### config.mk
export PLATFORM = sky130hd
export DESIGN_NAME = bfly_fft_sched
export DESIGN_NICKNAME = d
export VERILOG_FILES = /design/src/rtl/bfly_fft_sched.sv
export SDC_FILE = /design/constraint.sdc
export NUM_CORES = 1
export LEC_CHECK = 0
export CAP_MARGIN = 5
export CORE_MARGIN = 3
export CORE_UTILIZATION = 54
export DETAILED_ROUTE_END_ITERATION = 8
export PLACE_DENSITY = 0.81
export SLEW_MARGIN = 20
export SYNTH_ARGS = -nofsm -noshare
export SYNTH_HDL_FRONTEND = slang
export SYNTH_SLANG_ARGS = --single-unit
### constraint.sdc
create_clock -name clk -period 3.15 [get_ports clk]
set_clock_uncertainty 0.1 [all_clocks]
set_input_delay 0.7875 -clock clk [delete_from_list [all_inputs] [get_ports clk]]
set_output_delay 0.7875 -clock clk [all_outputs]
set_load 0.05 [all_outputs]
### src/rtl/bfly_fft_sched.sv
// bfly_fft_sched: address/strobe sequencer for an in-place radix-2 DIF FFT.
// One operand pair per ce cycle; write-back addresses trail reads by PIPE.
module bfly_fft_sched #(
   parameter int LOG2N  = 3,
   parameter int RD_LAT = 1,
   parameter int BF_LAT = 1
) (
   input  logic             clk,
   input  logic             rst,
   input  logic             ce,
   input  logic             start,
   output logic             busy,
   output logic             done,
   output logic [3:0]       stage,
   output logic             rd_en,
   output logic [LOG2N-1:0] rd_addr_a,
   output logic [LOG2N-1:0] rd_addr_b,
   output logic [LOG2N-2:0] tw_addr,
   output logic             bfly_ce,
   output logic             wr_en,
   output logic [LOG2N-1:0] wr_addr_a,
   output logic [LOG2N-1:0] wr_addr_b
);

   localparam int PIPE = RD_LAT + BF_LAT;
   localparam int JW   = LOG2N - 1;
   localparam logic [JW-1:0]    JLAST = '1;
   localparam logic [LOG2N-1:0] ONE   = LOG2N'(1);

   typedef enum logic [1:0] {IDLE, RUN, DRAIN, DONE} state_t;

   state_t           st;
   logic [JW-1:0]    j;
   logic [JW-1:0]    nj;
   logic [3:0]       ns;
   logic [3:0]       sh;
   logic [2:0]       dcnt;
   logic [LOG2N-1:0] jx;
   logic [LOG2N-1:0] span;
   logic [LOG2N-1:0] lo;
   logic [LOG2N-1:0] na;
   logic [LOG2N-1:0] nb;
   logic [JW-1:0]    kk;
   logic [JW-1:0]    ntw;

   logic [PIPE-1:0]  vq;
   logic [LOG2N-1:0] aq [PIPE];
   logic [LOG2N-1:0] bq [PIPE];

   // next pair index and its addresses: a is j with a 0 inserted at the span bit
   always_comb begin
      nj = j;
      ns = stage;
      unique case (st)
         IDLE:    begin nj = '0; ns = '0; end
         RUN:     nj = j + JW'(1);
         DRAIN:   begin nj = '0; ns = stage + 4'd1; end
         default: ;
      endcase
      sh   = 4'(JW) - ns;
      span = ONE << sh;
      lo   = span - ONE;
      jx   = {1'b0, nj};
      na   = ((jx & ~lo) << 1) | (jx & lo);
      nb   = na | span;
      kk   = nj & lo[JW-1:0];
      ntw  = kk << ns;
   end

   // control FSM with registered read-side outputs
   always_ff @(posedge clk or posedge rst) begin
      if (rst) begin
         st        <= IDLE;
         busy      <= 1'b0;
         done      <= 1'b0;
         rd_en     <= 1'b0;
         stage     <= '0;
         j         <= '0;
         dcnt      <= '0;
         rd_addr_a <= '0;
         rd_addr_b <= '0;
         tw_addr   <= '0;
      end else if (ce) begin
         done <= 1'b0;
         unique case (st)
            IDLE: begin
               if (start) begin
                  st        <= RUN;
                  busy      <= 1'b1;
                  rd_en     <= 1'b1;
                  j         <= nj;
                  stage     <= ns;
                  rd_addr_a <= na;
                  rd_addr_b <= nb;
                  tw_addr   <= ntw;
               end
            end
            RUN: begin
               if (j == JLAST) begin
                  st    <= DRAIN;
                  rd_en <= 1'b0;
                  dcnt  <= '0;
               end else begin
                  j         <= nj;
                  rd_addr_a <= na;
                  rd_addr_b <= nb;
                  tw_addr   <= ntw;
               end
            end
            DRAIN: begin
               if (dcnt == 3'(PIPE - 1)) begin
                  if (stage == 4'(LOG2N - 1)) begin
                     st   <= DONE;
                     busy <= 1'b0;
                     done <= 1'b1;
                  end else begin
                     st        <= RUN;
                     rd_en     <= 1'b1;
                     j         <= nj;
                     stage     <= ns;
                     rd_addr_a <= na;
                     rd_addr_b <= nb;
                     tw_addr   <= ntw;
                  end
               end else begin
                  dcnt <= dcnt + 3'd1;
               end
            end
            DONE: st <= IDLE;
         endcase
      end
   end

   // strobe/address delay line, advances only on ce cycles
   always_ff @(posedge clk or posedge rst) begin
      if (rst) begin
         vq <= '0;
         for (int i = 0; i < PIPE; i++) begin
            aq[i] <= '0;
            bq[i] <= '0;
         end
      end else if (ce) begin
         vq[0] <= rd_en;
         aq[0] <= rd_addr_a;
         bq[0] <= rd_addr_b;
         for (int i = 1; i < PIPE; i++) begin
            vq[i] <= vq[i-1];
            aq[i] <= aq[i-1];
            bq[i] <= bq[i-1];
         end
      end
   end

   assign wr_en     = vq[PIPE-1] & ce;
   assign wr_addr_a = aq[PIPE-1];
   assign wr_addr_b = bq[PIPE-1];

   if (RD_LAT == 0) begin : g_bce0
      assign bfly_ce = rd_en & ce;
   end else begin : g_bcen
      assign bfly_ce = vq[RD_LAT-1] & ce;
   end

endmodule

==> summary.txt <==
Logic synthesis
  • Synth top cells by count: 36 x dfrtp_1, 17 x mux2_2, 17 x nand2_1
  • Synth top area share: 44.47%
  • Mux cell area share after synthesis: 11.18%
  • Area contributors post-synth: dfrtp_1 44%, mux2_2 9.5%, ha_1 3.7%
  • Mapped Area: 2026 µm²
  • Fraction of registers with async set/reset: 100.0%
  • Cell variety after synth: 52
  • Synth warn: 0
  • Largest family of logic cells by synthesized area: compound AO/OA/AOI/OAI gates
  • Adder-cell share of the synthesized area: 3.706%
  • Synth Area in XOR/XNOR: less than 1%
  • Largest area contributor in the netlist: dfrtp_1
  • Net count after synthesis: ~210
  • Top FF cell, synth: dfrtp_1
  • EDFF count, synth: 0
  • Simple-gate area share of the yosys netlist: between 10% and 20%
  • Cell with the most instances after synthesis: dfrtp_1
  • Sequential share of the synthesized area: 44.47%
  • Post-synthesis compound-gate area fraction: 17.36%
  • Post-Synthesis Cells: 197
  • Flops & latches, synth: 36
  • Post-Syn Area per Cell: 10.28 µm²

Worst setup path
  • Critical path class: reg -> reg
  • CP Max Fanout: 10
  • WP data arrival: 3020 ps
  • Crit path capture type: register
  • Setup crit start kind: register
  • Slowest stage cell, crit path: dfrtp_1
  • Crit path buf inv count: 1
  • WP data required: about 3200 ps
  • Top cell by count, worst path: ha_1
  • CP cell instances: inv_1 -> ha_1 -> o21ai_0 -> ha_1 -> nor2b_1 -> o311ai_0 -> or4_1 -> a31oi_1 -> a211oi_1
  • Worst stage delay on the critical path: 540 ps
  • Crit-path leading delay family: adder cells

Drt
  • Initial DRC count: 89
  • DRC errors left: 0
  • Routed len/inst: 16.05 µm
  • Total number of vias: 1,599
  • Vias per inst: 6.011
  • Drt total wl: around 4300 µm
  • Post-DRT Antenna Nets: 0
  • Iteration count of the initial detailed-routing pass: 4

Floorplanning
  • Core ar.: 3468 µm²
  • Die Footprint: roughly 4500 µm²
  • Rows: 21
  • Die Height: 67.25 µm
  • Die width: 67.25 µm
  • Ports: 27
  • Starting Density: 58.41%

Pwr
  • Peak VDD IR: roughly 0.44 mV
  • Sw Ratio: around 46%
  • Clk pwr share: 13.5%
  • Internal Power: 0.001318 W
  • Tot Pwr: approximately 0.0025 W
  • Combinational share of power: 55.7%
  • Pwr/cell area: 1022 nW/µm²
  • Net Sw Power: around 0.0011 W
  • Leak Pwr: 1.076 nW
  • Seq pwr share: 30.8%

Placed design
  • Cell count after placement: 258
  • Quantity of I/O buffers inserted on ports: 26
  • HPWL Detailed: 3275 µm
  • Gpl congestion: 0.8475

Cells and area
  • Share of post-route cells with drive strength above 1: 18.18%
  • Fin cells: 266
  • # diodes: 0
  • Area grow syn2layout: 18.72%
  • Final Net Count: 229

Clocking
  • Clock latency at the later pin of the worst-skew pair: 280 ps
  • H-tree levels: 2
  • CTS root buf: clkbuf_8
  • Clock Sinks: 36
  • CTS resizes: 0
  • Clock buffer depth: 2
  • Hold Buf Count CTS: 0
  • CTS buffer count: 5
  • Setup bufs post-CTS: 0
  • CTS tree: built
  • Clock-pin slew on the worst setup and hold paths: 70 ps

Timing
  • Slew Limit Fails: 0
  • Final worst-path cycle share: 94.35%
  • Min Hold Slack: 408.2 ps
  • Slew @ Worst Pin: 555.9 ps
  • Setup tns final: 0 ps
  • Fin crit period: 2972 ps
  • Unrepaired setup endpoints after global routing: false
  • Setup violators final: 0
  • Max transition margin: 61.88%
  • Max Clock Freq: 336.5 MHz
  • Final Hold Fails: 0

Status
  • Status: finished, final reports clean

GRT
  • Tot GR Track Use: between 20% and 30%
  • First-pass GRT wire length: 7341 µm
  • Initial antenna violation count: 0
  • Largest net degree at the start of global routing: 37
  • Vias in the first global route: 1,607
  • Total grt overflow: 0

Run
  • Maxcap violations: 0

Worst hold path
  • HP Class: reg -> reg
-- cell usage in the layout (no fill, tap or decap), types with 3 or more instances in the layout --
cell	n
o21ai_0	10
buf_4	6
nand3_1	6
nor2b_1	4
nor2_1	14
nand2b_1	5
nand2_1	17
a21oi_1	5
a31oi_1	3
mux2_2	17
clkdlybuf4s50_1	24
clkbuf_8	6
and2_1	3
o31ai_1	5
dfrtp_1	36
nor4_1	3
ha_1	6
inv_1	6
-- final cells by class --
| class | count | area (µm²) |
|---|---|---|
| inverters | 6 | 22.52 |
| flip-flops and latches | 36 | 900.9 |
| multi-input cells | 138 | 1005 |
| clock buffers | 7 | 86.33 |
| repair buffers | 32 | 325.3 |
| well taps | 46 | 57.56 |
| fillers | 271 | 1064 |
| clock inverters | 1 | 7.507 |
-- power groups by stage --
stage	clock, W	sequential [W]	combinational [W]
floorplan	0	0.000942	0.000823
global placement	0	0.000750	0.00132
detailed placement	0	0.000766	0.00137
CTS	0.000340	0.000759	0.00137
global route	0.000354	0.000779	0.00147
finish	0.000332	0.000758	0.00137
-- through the flow --
step | cell area, µm² | utilization (%) | setup slack, ps
after floorplan | 2026 | - | 212.8
after global placement | 2311 | 66.63 | 375.1
after detailed placement | 2311 | 66.63 | 265.7
after CTS | 2405 | 69.34 | 216.5
after global routing | 2405 | 69.34 | 10.77
final | 2405 | 69.34 | 177.9
-- cells by family after synthesis --
kind of cell,after synthesis
AOI/OAI and AO/OA,46
xor gates and xnor gates,1
adders and majority gates,6
buffers and inverters,23
DFF,36
muxes,20
and+or+nand+nor,65
-- metal layers --
| metal | global-route usage [%] | vias to the layer above | part of all wire (%) |
|---|---|---|---|
| met4 | 6.835 | 0 | 1.6 |
| met1 | 25.64 | 797 | 41 |
| met2 | 39.02 | 39 | 53 |
| met5 | 0 | - | 0 |
| li1 | - | 756 | - |
| met3 | 4.160 | 7 | 4.0 |
-- final timing paths --
| path | startpoint | end | slack [ps] | cells after the start |
|---|---|---|---|---|
| max | stage[0]$_DFFE_PP0P_ | rd_addr_b[1]$_DFFE_PP0P_ | 180 | 9 |
| min | wr_addr_b[2]$_DFFE_PP0P_ | wr_addr_b[2]$_DFFE_PP0P_ | 410 | 1 |
| max reg2reg | stage[0]$_DFFE_PP0P_ | rd_addr_b[1]$_DFFE_PP0P_ | 180 | 9 |
| min reg2reg | wr_addr_b[2]$_DFFE_PP0P_ | wr_addr_b[2]$_DFFE_PP0P_ | 410 | 1 |
| max in group asynchronous | rst | dcnt[1]$_DFFE_PP0P_ | 1830 | 3 |
| min in group asynchronous | rst | wr_addr_a[0]$_DFFE_PP0P_ | 810 | 3 |
-- flip-flops by register name, summed over array words and instances, names as in the netlist, 3 cells and up --
signal and count:
aq 3, bq 3, dcnt 3, rd_addr_a 3
rd_addr_b 3, stage 4, wr_addr_a 3, wr_addr_b 3
(Power assumes the default switching activity.)
